<file path="config.mk">
export PLATFORM = sky130hd
export DESIGN_NAME = cbus_arbiter
export DESIGN_NICKNAME = d
export VERILOG_FILES = /design/src/rtl/cbus_arbiter.sv
export SDC_FILE = /design/constraint.sdc
export NUM_CORES = 1
export LEC_CHECK = 0
export BUFFER_PORTS_ARGS = -buffer_cell sky130_fd_sc_hd__buf_4
export CORE_AREA = 2 2 136 138
export CTS_CLUSTER_DIAMETER = 150
export CTS_CLUSTER_SIZE = 30
export DETAILED_ROUTE_END_ITERATION = 8
export DIE_AREA = 0 0 138 140
export GPL_ROUTABILITY_DRIVEN = 1
export RECOVER_POWER = 100
export SKIP_LAST_GASP = 1
export SLEW_MARGIN = 20
export SYNTH_ARGS = -nofsm -noshare
export SYNTH_HDL_FRONTEND = slang
export SYNTH_SLANG_ARGS = --single-unit
</file>
<file path="constraint.sdc">
create_clock -name clk -period 1.3 [get_ports clk]
set_input_delay 0.195 -clock clk [delete_from_list [all_inputs] [get_ports clk]]
set_output_delay 0.195 -clock clk [all_outputs]
set_load 0.02 [all_outputs]
</file>
<file path="src/rtl/cbus_arbiter.sv">
// Cache-bus arbiter: one requester at a time owns the memory-side cbus for a whole burst.
// Requests and responses pass through combinationally while the grant is held.
package cbus_arbiter_pkg;

   typedef struct packed {
      logic        valid;
      logic        is_write;
      logic [2:0]  size;
      logic [31:0] addr;
      logic [3:0]  strobe;
      logic [31:0] data;
      logic [7:0]  len;
   } cbus_req_t;

   typedef struct packed {
      logic        ready;
      logic        last;
      logic [31:0] data;
   } cbus_resp_t;

endpackage

// state   | meaning
// S_IDLE  | no grant held; pick a winner among valid requests
// S_GRANT | r_sel owns the bus until a beat with ready && last
module cbus_arbiter
   import cbus_arbiter_pkg::*;
#(
   parameter int N_REQ      = 2,
   parameter bit FIXED_PRIO = 1'b0,
   localparam int SEL_W     = $clog2(N_REQ)
) (
   input  logic                   clk,
   input  logic                   resetn,
   input  cbus_req_t  [N_REQ-1:0] ireqs,
   output cbus_resp_t [N_REQ-1:0] oresps,
   output cbus_req_t              oreq,
   input  cbus_resp_t             iresp,
   output logic                   busy,
   output logic [SEL_W-1:0]       grant
);

   typedef enum logic {
      S_IDLE  = 1'b0,
      S_GRANT = 1'b1
   } state_t;

   localparam logic [SEL_W-1:0] LAST_IDX = SEL_W'(N_REQ - 1);
   localparam logic [SEL_W:0]   N_EXT    = (SEL_W + 1)'(N_REQ);

   state_t               r_state;
   state_t               w_state_nxt;
   logic [SEL_W-1:0]     r_sel;
   logic [SEL_W-1:0]     w_sel_nxt;
   logic [SEL_W-1:0]     r_rr_ptr;
   logic [SEL_W-1:0]     w_rr_nxt;
   logic [SEL_W-1:0]     w_start;
   logic [SEL_W-1:0]     w_off;
   logic [SEL_W-1:0]     w_win;
   logic [SEL_W:0]       w_sum;
   logic [N_REQ-1:0]     w_valid;
   logic [N_REQ-1:0]     w_rot;
   logic [2*N_REQ-1:0]   w_dbl;
   logic                 w_any;
   logic                 w_done;

   always_comb begin
      w_valid = '0;
      for (int i = 0; i < N_REQ; i++) w_valid[i] = ireqs[i].valid;
   end

   // Rotating a doubled copy puts the scan start at bit 0, so the lowest set
   // bit is the offset of the winner from the start index.
   assign w_start = FIXED_PRIO ? '0 : r_rr_ptr;
   assign w_dbl   = {w_valid, w_valid} >> w_start;
   assign w_rot   = w_dbl[N_REQ-1:0];
   assign w_any   = |w_valid;

   always_comb begin
      w_off = '0;
      for (int k = N_REQ - 1; k >= 0; k--) begin
         if (w_rot[k]) w_off = SEL_W'(k);
      end
   end

   assign w_sum  = {1'b0, w_start} + {1'b0, w_off};
   assign w_win  = (w_sum >= N_EXT) ? SEL_W'(w_sum - N_EXT) : SEL_W'(w_sum);
   assign w_done = iresp.ready & iresp.last;

   always_ff @(posedge clk or negedge resetn) begin
      if (!resetn) begin
         r_state  <= S_IDLE;
         r_sel    <= '0;
         r_rr_ptr <= '0;
      end else begin
         r_state  <= w_state_nxt;
         r_sel    <= w_sel_nxt;
         r_rr_ptr <= w_rr_nxt;
      end
   end

   always_comb begin
      w_state_nxt = r_state;
      w_sel_nxt   = r_sel;
      w_rr_nxt    = r_rr_ptr;
      oreq        = '0;
      oresps      = '0;
      busy        = 1'b0;
      case (r_state)
         S_IDLE: begin
            if (w_any) begin
               w_state_nxt = S_GRANT;
               w_sel_nxt   = w_win;
            end
         end
         S_GRANT: begin
            busy          = 1'b1;
            oreq          = ireqs[r_sel];
            oresps[r_sel] = iresp;
            if (w_done) begin
               w_state_nxt = S_IDLE;
               w_rr_nxt    = (r_sel == LAST_IDX) ? '0 : r_sel + 1'b1;
            end
         end
         default: w_state_nxt = S_IDLE;
      endcase
   end

   assign grant = r_sel;

endmodule

</file>
==> results.md, run 1 <==
* Commonest cells in the synthesized netlist: 83 x nor2b_1, 82 x mux2i_1, 34 x and3_1
* # setup viols final at 151
* Failing checks: setup timing
* Vias in the first global route at 3,365
* Final worst slack at -0.408 ns
* H-tree Lvls at 1
* # rows at 49
* Pin count of the biggest net entering global routing at 69
* Worst slew pin tran at 0.380 ns
* Status: complete, but fails checks
* HPWL after DPL at 9440 um
* I/O pin count at 349
* Core ar. at 17,800 sq um
* Final nets at 837
* Place WS at -0.223 ns
* GRT Total Usage at 11.0%
* Vias per inst at 3.94
* Yosys top cell area share at 39.0%
* CP required at 1.11 ns
* Final Skew at 0.00113 ns
* Residual DRC at 0
* Cell family with most CP delay: flip-flops
* CTS Buffer Depth at 2
* Iteration-0 DRC Markers at 56
* CP cell instances: buf_12 > buf_12 > mux2i_4 > nor2b_4 > buf_4
* Gate Count Post-Synth at 272
* Critical path peak fanout at 19
* Fill count at 1,799
* CTS Buf Count at 3
* Max Cap Violations at 0
* Clk sink count at 3
* Final Max Tran Viols at 0
* Total power at 0.00717 W
* Static leakage at 3.29 nW
* Primary FF master, synth: dfrtp_1
* VDD IR max at 0.489 mV
* Syn_nets at 470
* RSZ-0062 raised after global routing: true
* Hold Fails Final Rpt at 0
* CP endpoint kind: output port
* Die area at 19,300 sq um
* Initial Utilization at 11.8%
* Die Y at 140 um
* Routability Congestion at 0.794
* Crit share post-route at 131%
* Max stage delay on crit path at 0.50 ns
* Top-count cell post-synth: nor2b_1
* Synth Cell Area at 2100 sq um
* Seq cells post-synth at 3
* Port bufs at 348
* Tightest Hold Check Type: primary input to flip-flop
* Share of post-route cells with drive strength above 1 at 91.2%
* Die width at 138 um
* Crit path buffers/inverters at 3
* Routed WL at 12,600 um
* Register area share after synthesis at 3.57%
* Yosys warning total at 0
* Overflow after GRT at 0
* Critical path launch point type: flip-flop
* Post-route ant nets at 0
* Min cycle time layout at 1.71 ns
* Synthesized area per cell at 7.73 sq um
* Cell area power density at 1150 nW/um^2
* Largest cells by area after synthesis: mux2i_1 39%, nor2b_1 25%, and3_1 10%
* Clock slew at reported path FFs at 0.03 ns
* DR WL/cell at 14.5 um
* Relative slew slack at 74.7%
* Initial antenna violation count at 0
* Crit-path most repeated cell: buf_12
* Asr flop ratio synth at 100%
* Setup_tns at -52.00 ns
* Antenna diodes at 0
* Finished Core Util at 35.2%
* Clk Latency, worst-skew pair at 0.23 ns
* Router iterations before antenna repair at 4
* CTS tree: done
* Peak Freq at 585 MHz
* Synthesis-to-finish area growth at 197%
* Synth unique cells at 18
* Post-synth EDFFs at 0
* WS Path Type: flip-flop to output port
* Clock root buffer: clkbuf_16
* WP data arrival at 1.51 ns
* First-pass GRT wire length at 17,400 um
* Slowest cell on the critical path: dfrtp_4
* Vias at 3,417
* Top cell type by total area after synthesis: mux2i_1
sequential cells by signal, summed over array words and instances (netlist names):
signal    flops
r_state       1
r_rr_ptr      1
grant         1
where the power goes:
group / internal, W / switching, W
Clock: 0.000405 / 0.0000869
Combinational: 0.00353 / 0.00299
Sequential: 0.000127 / 0.0000335
Total: 0.00406 / 0.00311
cell families (layout without fill, tap and decap cells):
| group | Yosys count | in the layout | synth area share [%] |
|---|---|---|---|
| AND/OR/NAND/NOR | 155 | 155 | 46.0 |
| multiplexers | 82 | 82 | 39.0 |
| buffers and inverters | 30 | 396 | 10.5 |
| flip-flops | 3 | 3 | 3.57 |
| AO/OA/AOI/OAI | 2 | 2 | 0.833 |
per-stage QoR:
| step | std cells | area (sq um) | hold slack (ns) |
|---|---|---|---|
| 2_1_floorplan | 272 | 2510 | -0.101 |
| 3_3_place_gp | 842 | 5470 | -0.0114 |
| 3_5_place_dp | 842 | 5470 | -0.0113 |
| 4_1_cts | 854 | 5950 | 0.223 |
| 5_1_grt | 867 | 6250 | 0.237 |
| 6_report | 867 | 6250 | 0.224 |
path summary, 6_finish.rpt:
check                      cells after the start        to       from  slack [ns]
max in group asynchronous                      2     grant     resetn        0.77
max reg2reg                                    4  r_rr_ptr    r_state        0.07
min in group asynchronous                      2  r_rr_ptr     resetn        0.35
min                                            2   r_state  ireqs[80]        0.22
max                                            5  oreq[46]      grant       -0.41
min reg2reg                                    2     grant   r_rr_ptr        0.55
cells in the final DEF, fill, tap and decap left out, types with 2 or more instances in the layout:
master	netlist	routed
and2_1	33	3
buf_4	1	354
clkbuf_1	13	2
nor2b_1	83	2
nand2_1	2	2
mux2i_1	82	37
buf_6	1	19
and3_2	0	25
and2_2	0	30
nor2b_2	0	60
clkbuf_16	0	7
nor2b_4	1	22
buf_12	0	9
and3_1	34	4
and3_4	0	5
mux2i_4	0	24
mux2i_2	0	21
area by class of cell:
class,count,area (sq um),area share [%]
Clock buffer,4,78.8,1.26
Inverter,1,3.75,0.0600
Multi-Input combinational cell,239,2590,41.4
Sequential cell,3,80.1,1.28
Tap cell,229,287,4.58
Timing Repair Buffer,391,3220,51.4
metal layers:
metal | GRT usage (%) | up-vias | share of wire, %
met3 | 3.15 | 17 | 8.2
met2 | 21.0 | 213 | 54
li1 | - | 1653 | -
met1 | 11.5 | 1534 | 36
met4 | 4.03 | 0 | 2.1
met5 | 0 | - | 0
repair_timing:
action                                 in CTS  in global routing
setup buffers                               8                  7
setup endpoints to repair                 150                151
resized for setup                          59                 36
hold buffers                                1                  0
gates cloned                                0                  6
pin swaps                                   0                  0
endpoints found under the hold margin       3                  0
No activity file was read; power rests on OpenSTA's default activity.
==> inputs of run 2 (changes only) <==
CELL_PAD_IN_SITES_DETAIL_PLACEMENT = 0   (was default)
CELL_PAD_IN_SITES_GLOBAL_PLACEMENT = 1   (was default)
PLACE_DENSITY_LB_ADDON = 0.1   (was default)
==> run 2 against run 1 <==
Routed wire length up 15%. The flow still finishes with violations (setup timing). Clock skew about the same. Clock-buffer cell count stayed put. Worst setup slack got worse by 0.030 ns. Final cell count decreased by 1.6%. Hold slack gained 0.018 ns. Global-route usage is 1.9 points higher. Combinational power grew 8.0%. Maximum frequency decreased by 1.7%. Sequential power shrank 3%. Register-to-register slack about the same. Non-clock buffer count fell by 14. Highest routed layer unchanged.
==> results.md, run 2 (same netlist as run 1, synthesis figures left out) <==
* Vias per inst at 3.98 (+1.1%)
* CTS tree: done
* Die width at 138 um (unchanged)
* Final Skew at 0.00115 ns (+0.0000252 ns)
* H-tree Lvls at 1 (unchanged)
* # rows at 49 (unchanged)
* GRT Total Usage at 12.9% (+1.9 points)
* CP required at 1.11 ns (about the same)
* Min cycle time layout at 1.74 ns (+0.0296 ns)
* Die Y at 140 um (unchanged)
* M2 GR Usage at 26.8% (+5.8 points)
* Critical path launch point type: flip-flop
* Hold Fails Final Rpt at 0 (unchanged)
* Critical path peak fanout at 8 (-11)
* Final nets at 823 (-1.7%)
* Relative slew slack at 81.3% (+6.6 points)
* Final worst slack at -0.438 ns (-0.0296 ns)
* Slowest cell on the critical path: dfrtp_4
* Most common cell after layout, fill and taps aside: buf_4
* RSZ-0062 raised after global routing: true
* Routed WL at 14,500 um (+15%)
* Multi-input gate area at 2570 sq um (-0.63%)
* Total power at 0.00768 W (+7.1%)
* Most frequent cells in the layout: 287 x buf_4, 65 x buf_6, 60 x nor2b_2, 42 x mux2i_1, 30 x and2_4
* Clk Latency, worst-skew pair at 0.22 ns (about the same)
* Routability Congestion at 0.811 (+2.2%)
* Status: complete, but fails checks
* Router iterations before antenna repair at 4 (unchanged)
* # setup viols final at 151 (unchanged)
* Share of post-route cells with drive strength above 1 at 90.4% (-0.84 points)
* Fill count at 1,827 (+1.6%)
* Port bufs at 348 (unchanged)
* CTS Buffer Depth at 2 (unchanged)
* Vias at 3,399 (-0.53%)
* Cell area power density at 1200 nW/um^2 (+4.3%)
* Core ar. at 17,800 sq um (unchanged)
* Post-route ant nets at 0 (unchanged)
* I/O pin count at 349 (unchanged)
* Storage element area at 80.1 sq um (unchanged)
* Met3 usage in global routing at 3.83% (+0.68 points)
* Final Max Tran Viols at 0 (unchanged)
* Vias in the first global route at 3,467 (+3.0%)
* Max stage delay on crit path at 0.49 ns (about the same)
* Clk sink count at 3 (unchanged)
* CTS Buf Count at 3 (unchanged)
* Failing checks: setup timing
* Max Cap Violations at 0 (unchanged)
* Tightest Hold Check Type: primary input to flip-flop
* Clock slew at reported path FFs at 0.03 ns (about the same)
* Clock root buffer: clkbuf_16
* Top Usage Layer GRT: met2
* Synthesis-to-finish area growth at 205%
* WP data arrival at 1.54 ns (+0.03 ns)
* DR WL/cell at 17.0 um (+17%)
* Pin count of the biggest net entering global routing at 46 (-33%)
* Peak Freq at 575 MHz (-1.7%)
* Iteration-0 DRC Markers at 64 (+14%)
* CP endpoint kind: output port
* Die area at 19,300 sq um (unchanged)
* HPWL after DPL at 10,600 um (+12%)
* WS Path Type: flip-flop to output port
* Initial antenna violation count at 0 (unchanged)
* VDD IR max at 0.422 mV (-14%)
* Static leakage at 3.36 nW (+2.1%)
* Setup_tns at -53.01 ns (-1.01 ns)
* Crit share post-route at 134% (+2.3 points)
* First-pass GRT wire length at 20,000 um (+15%)
* Worst slew pin tran at 0.281 ns (-0.0987 ns)
* Antenna diodes at 0 (unchanged)
* CP cell instances: buf_8 > nor2b_4 > buf_12 > clkbuf_16 > and2_2 > buf_6
* Overflow after GRT at 0 (unchanged)
* GRT met1 Usage at 12.9% (+1.4 points)
* Initial Utilization at 11.8% (unchanged)
* Residual DRC at 0 (unchanged)
==> run 2: cell types whose count changed in the layout (fill, tap and decap cells not counted), moves of 2 or more <==
cell,change
and3_2,+3
and2_1,-3
mux2i_4,-2
and2_2,-27
and3_4,-5
mux2i_1,+5
and2_4,+30
buf_4,-67
and3_1,+2
buf_6,+46
mux2i_2,-3
clkbuf_16,+3
buf_8,+2
==> run 2: through the flow <==
stage	setup WS [ns]	cells	hold WS, ns	utilization [%]	area, sq um
final	-0.438	853	0.242	36.1	6420
after global routing	-0.464	853	0.256	36.1	6420
after CTS	-0.412	845	0.223	32.4	5770
after detailed placement	-0.183	829	-0.00790	30.0	5340
after global placement	-0.177	829	-0.00684	30.0	5340
after floorplan	-0.0131	272	-0.101	-	2510
==> run 2: worst paths after layout <==
path | from | end | slack, ns | cells after the start
setup / recovery | grant | oresps[26] | -0.44 | 6
hold / removal | ireqs[80] | r_state | 0.24 | 2
setup reg to reg | grant | grant | 0.07 | 4
hold reg to reg | r_rr_ptr | r_rr_ptr | 0.53 | 2
max in group asynchronous | resetn | grant | 0.77 | 2
min in group asynchronous | resetn | r_rr_ptr | 0.34 | 2
==> run 2: layer usage <==
layer	wire length, um	vias up	share of wire, %
met5	0	-	0
met4	136	0	0.94
met3	1230	11	8.5
met2	8180	196	57
met1	4910	1565	34
li1	-	1627	-
==> run 2: worst max-delay path, delay by kind of cell (launching register included) <==
family	cells	cell delay, ns
buffers and inverters	4	0.55
DFF	1	0.49
and+or+nand+nor	2	0.26
==> run 2: power by group <==
group	internal, W	total [W]	switching (W)
sequential	0.000126	0.000155	0.0000289
combinational	0.00387	0.00704	0.00317
clock	0.000405	0.000488	0.0000832
==> run 2: cell type report <==
class                      count  share of cell area (%)
clock buffer                   4                    1.23
inverter                       1                  0.0584
multi-input combinational    239                    40.1
sequential                     3                    1.25
tap                          229                    4.46
timing repair buffer         377                    53.0
==> run 2: repair_timing <==
item / in CTS / in global routing
hold buffers: 1 / 0
setup buffers: 6 / 3
resized for setup: 36 / 130
endpoints found under the hold margin: 3 / 0
pin swaps: 0 / 29
setup endpoints to repair: 151 / 152
cloned: 5 / 7
==> inputs of run 3 (changes only) <==
BUFFER_PORTS_ARGS = -buffer_cell sky130_fd_sc_hd__buf_2   (was -buffer_cell sky130_fd_sc_hd__buf_4)
HOLD_SLACK_MARGIN = 0.06   (was default)
SKIP_CTS_REPAIR_TIMING = 1   (was default)
==> run 3 against run 2 <==
The flow still finishes with violations (setup timing). Utilization down 4.4 points. Register-to-register slack lost 0.05 ns. Global-route usage fell by 2.2 points. Maximum frequency about the same. Clock-buffer cell count is the same. Via count down 0.94%. Non-clock buffer count unchanged. Sequential share of layout area up 0.17 points. Critical endpoint is now oresps[19]. Largest power group unchanged.
==> results.md, run 3 (same netlist as run 1, synthesis figures left out) <==
* Failing checks: setup timing
* First-pass GRT wire length at 17,000 um (-15%)
* Min cycle time layout at 1.74 ns (-0.000172 ns)
* Port bufs at 348 (unchanged)
* Max Cap Violations at 0 (unchanged)
* Core ar. at 17,800 sq um (unchanged)
* Clock share of power at 7.0% (+0.7 points)
* Critical path peak fanout at 11 (+3)
* Tightest Hold Check Type: primary input to flip-flop
* Hold Fails Final Rpt at 0 (unchanged)
* Routability Congestion at 0.804 (-0.86%)
* Layout Cells excl Fill at 853 (unchanged)
* Critical path launch point type: flip-flop
* Peak Freq at 575 MHz (about the same)
* Internal power at 0.00377 W (-14%)
* Final worst slack at -0.438 ns (+0.000172 ns)
* Worst setup path startpoint: grant
* Clk sink count at 3 (unchanged)
* WS Path Type: flip-flop to output port
* Initial Utilization at 11.8% (unchanged)
* Iteration-0 DRC Markers at 45 (-30%)
* Final Skew at 0.000864 ns (-0.000288 ns)
* R2r startpoint: r_state
* Psw at 0.00316 W (-3.9%)
* Synthesis-to-finish area growth at 168%
* GRT Total Usage at 10.7% (-2.2 points)
* WP data arrival at 1.54 ns (about the same)
* # rows at 49 (unchanged)
* Cell area power density at 1230 nW/um^2 (+2.8%)
* H-tree Lvls at 1 (unchanged)
* Share of post-route cells with drive strength above 1 at 90.4% (unchanged)
* Final Max Tran Viols at 0 (unchanged)
* HPWL after DPL at 9500 um (-10%)
* CTS Buf Count at 3 (unchanged)
* Clk Latency, worst-skew pair at 0.22 ns (about the same)
* Post-route ant nets at 0 (unchanged)
* Total power at 0.00693 W (-9.8%)
* VDD IR max at 0.613 mV (+45%)
* Residual DRC at 0 (unchanged)
* RSZ-0062 raised after global routing: true
* Die Y at 140 um (unchanged)
* Crit share post-route at 134% (about the same)
* Die area at 19,300 sq um (unchanged)
* Router iterations before antenna repair at 3 (-1)
* Static leakage at 3.08 nW (-8.2%)
* Final nets at 823 (unchanged)
* # setup viols final at 150 (-0.66%)
* CTS Buffer Depth at 2 (unchanged)
* Most common cell after layout, fill and taps aside: buf_2
* Vias per inst at 3.95 (-0.94%)
* CP endpoint kind: output port
* Initial antenna violation count at 0 (unchanged)
* Routed WL at 13,700 um (-5.6%)
* CTS tree: done
* Antenna diodes at 0 (unchanged)
* Overflow after GRT at 0 (unchanged)
* Clock slew at reported path FFs at 0.03 ns (about the same)
* Reg power frac at 2.2% (+0.2 points)
* Most frequent cells in the layout: 228 x buf_2, 78 x buf_4, 60 x nor2b_2, 52 x buf_6, 40 x mux2i_1
* Die width at 138 um (unchanged)
* Clock root buffer: clkbuf_16
* Dpl cells at 828 (-0.12%)
* Status: complete, but fails checks
* CP required at 1.11 ns (about the same)
* I/O pin count at 349 (unchanged)
* Worst slew pin tran at 0.249 ns (-0.0317 ns)
* Vias in the first global route at 3,155 (-9.0%)
* Hold path start: ireqs[80]
* Relative slew slack at 82.9% (+1.6 points)
* Pin count of the biggest net entering global routing at 76 (+65%)
* DR WL/cell at 16.0 um (-5.6%)
* Logic pwr share at 90.8% (-0.8 points)
* Vias at 3,367 (-0.94%)
* Switch share at 45.6% (+2.8 points)
run 3: changes by cell type in the layout (fill, tap and decap cells not counted), sizes merged:
cell,before,now
clkbuf,13,11
bufbuf,1,0
buf,366,369
run 3: power by group through the flow:
stage	Clock (W)	Combinational, W	Sequential, W
5_1_grt	0.000506	0.00665	0.000152
4_1_cts	0.000496	0.00461	0.000174
3_5_place_dp	0	0.00460	0.000175
3_3_place_gp	0	0.00461	0.000173
6_report	0.000485	0.00629	0.000150
2_1_floorplan	0	0.00336	0.000157
run 3: layout make-up:
cell class              count  area [sq um]
clock buffers               4          78.8
multi-input cells         239          2500
inverters                   1          3.75
well taps                 229           287
repair buffers            377          2690
flip-flops and latches      3          80.1
fillers                  1913         12100
run 3: stage by stage:
stage          instance area (sq um)  worst slack [ns]  setup TNS, ns  util, %  hold WS (ns)
2_1_floorplan                   2510           -0.0131         -0.937        -        -0.101
6_report                        5640            -0.438         -54.89     31.7         0.284
3_3_place_gp                    4440            -0.223         -14.14     25.0       0.00231
5_1_grt                         5640            -0.492         -61.07     31.7         0.305
3_5_place_dp                    4440            -0.252         -16.17     25.0       0.00452
4_1_cts                         4520            -0.485         -51.20     25.4        -0.230
run 3: per-layer routing:
metal,up-vias,routed length (um),track usage [%]
li1,1626,-,-
met1,1542,4720,10.3
met2,189,7760,22.4
met3,10,1060,3.25
met4,0,119,1.50
met5,-,0,0
run 3: final timing paths:
| kind | to | slack (ns) | depth (start not counted) |
|---|---|---|---|
| worst min register to register | r_rr_ptr | 0.54 | 2 |
| worst min-delay path | r_state | 0.28 | 2 |
| max in group asynchronous | grant | 0.73 | 2 |
| worst max register to register | r_state | 0.02 | 4 |
| min in group asynchronous | grant | 0.37 | 2 |
| worst max-delay path | oresps[19] | -0.44 | 6 |
run 3: critical path, stage by stage, from the launching register on:
cell       delay [ns]
dfrtp_4          0.49
buf_8            0.15
nor2b_4          0.14
buf_12           0.13
clkbuf_16        0.14
and2_2           0.13
buf_4            0.13
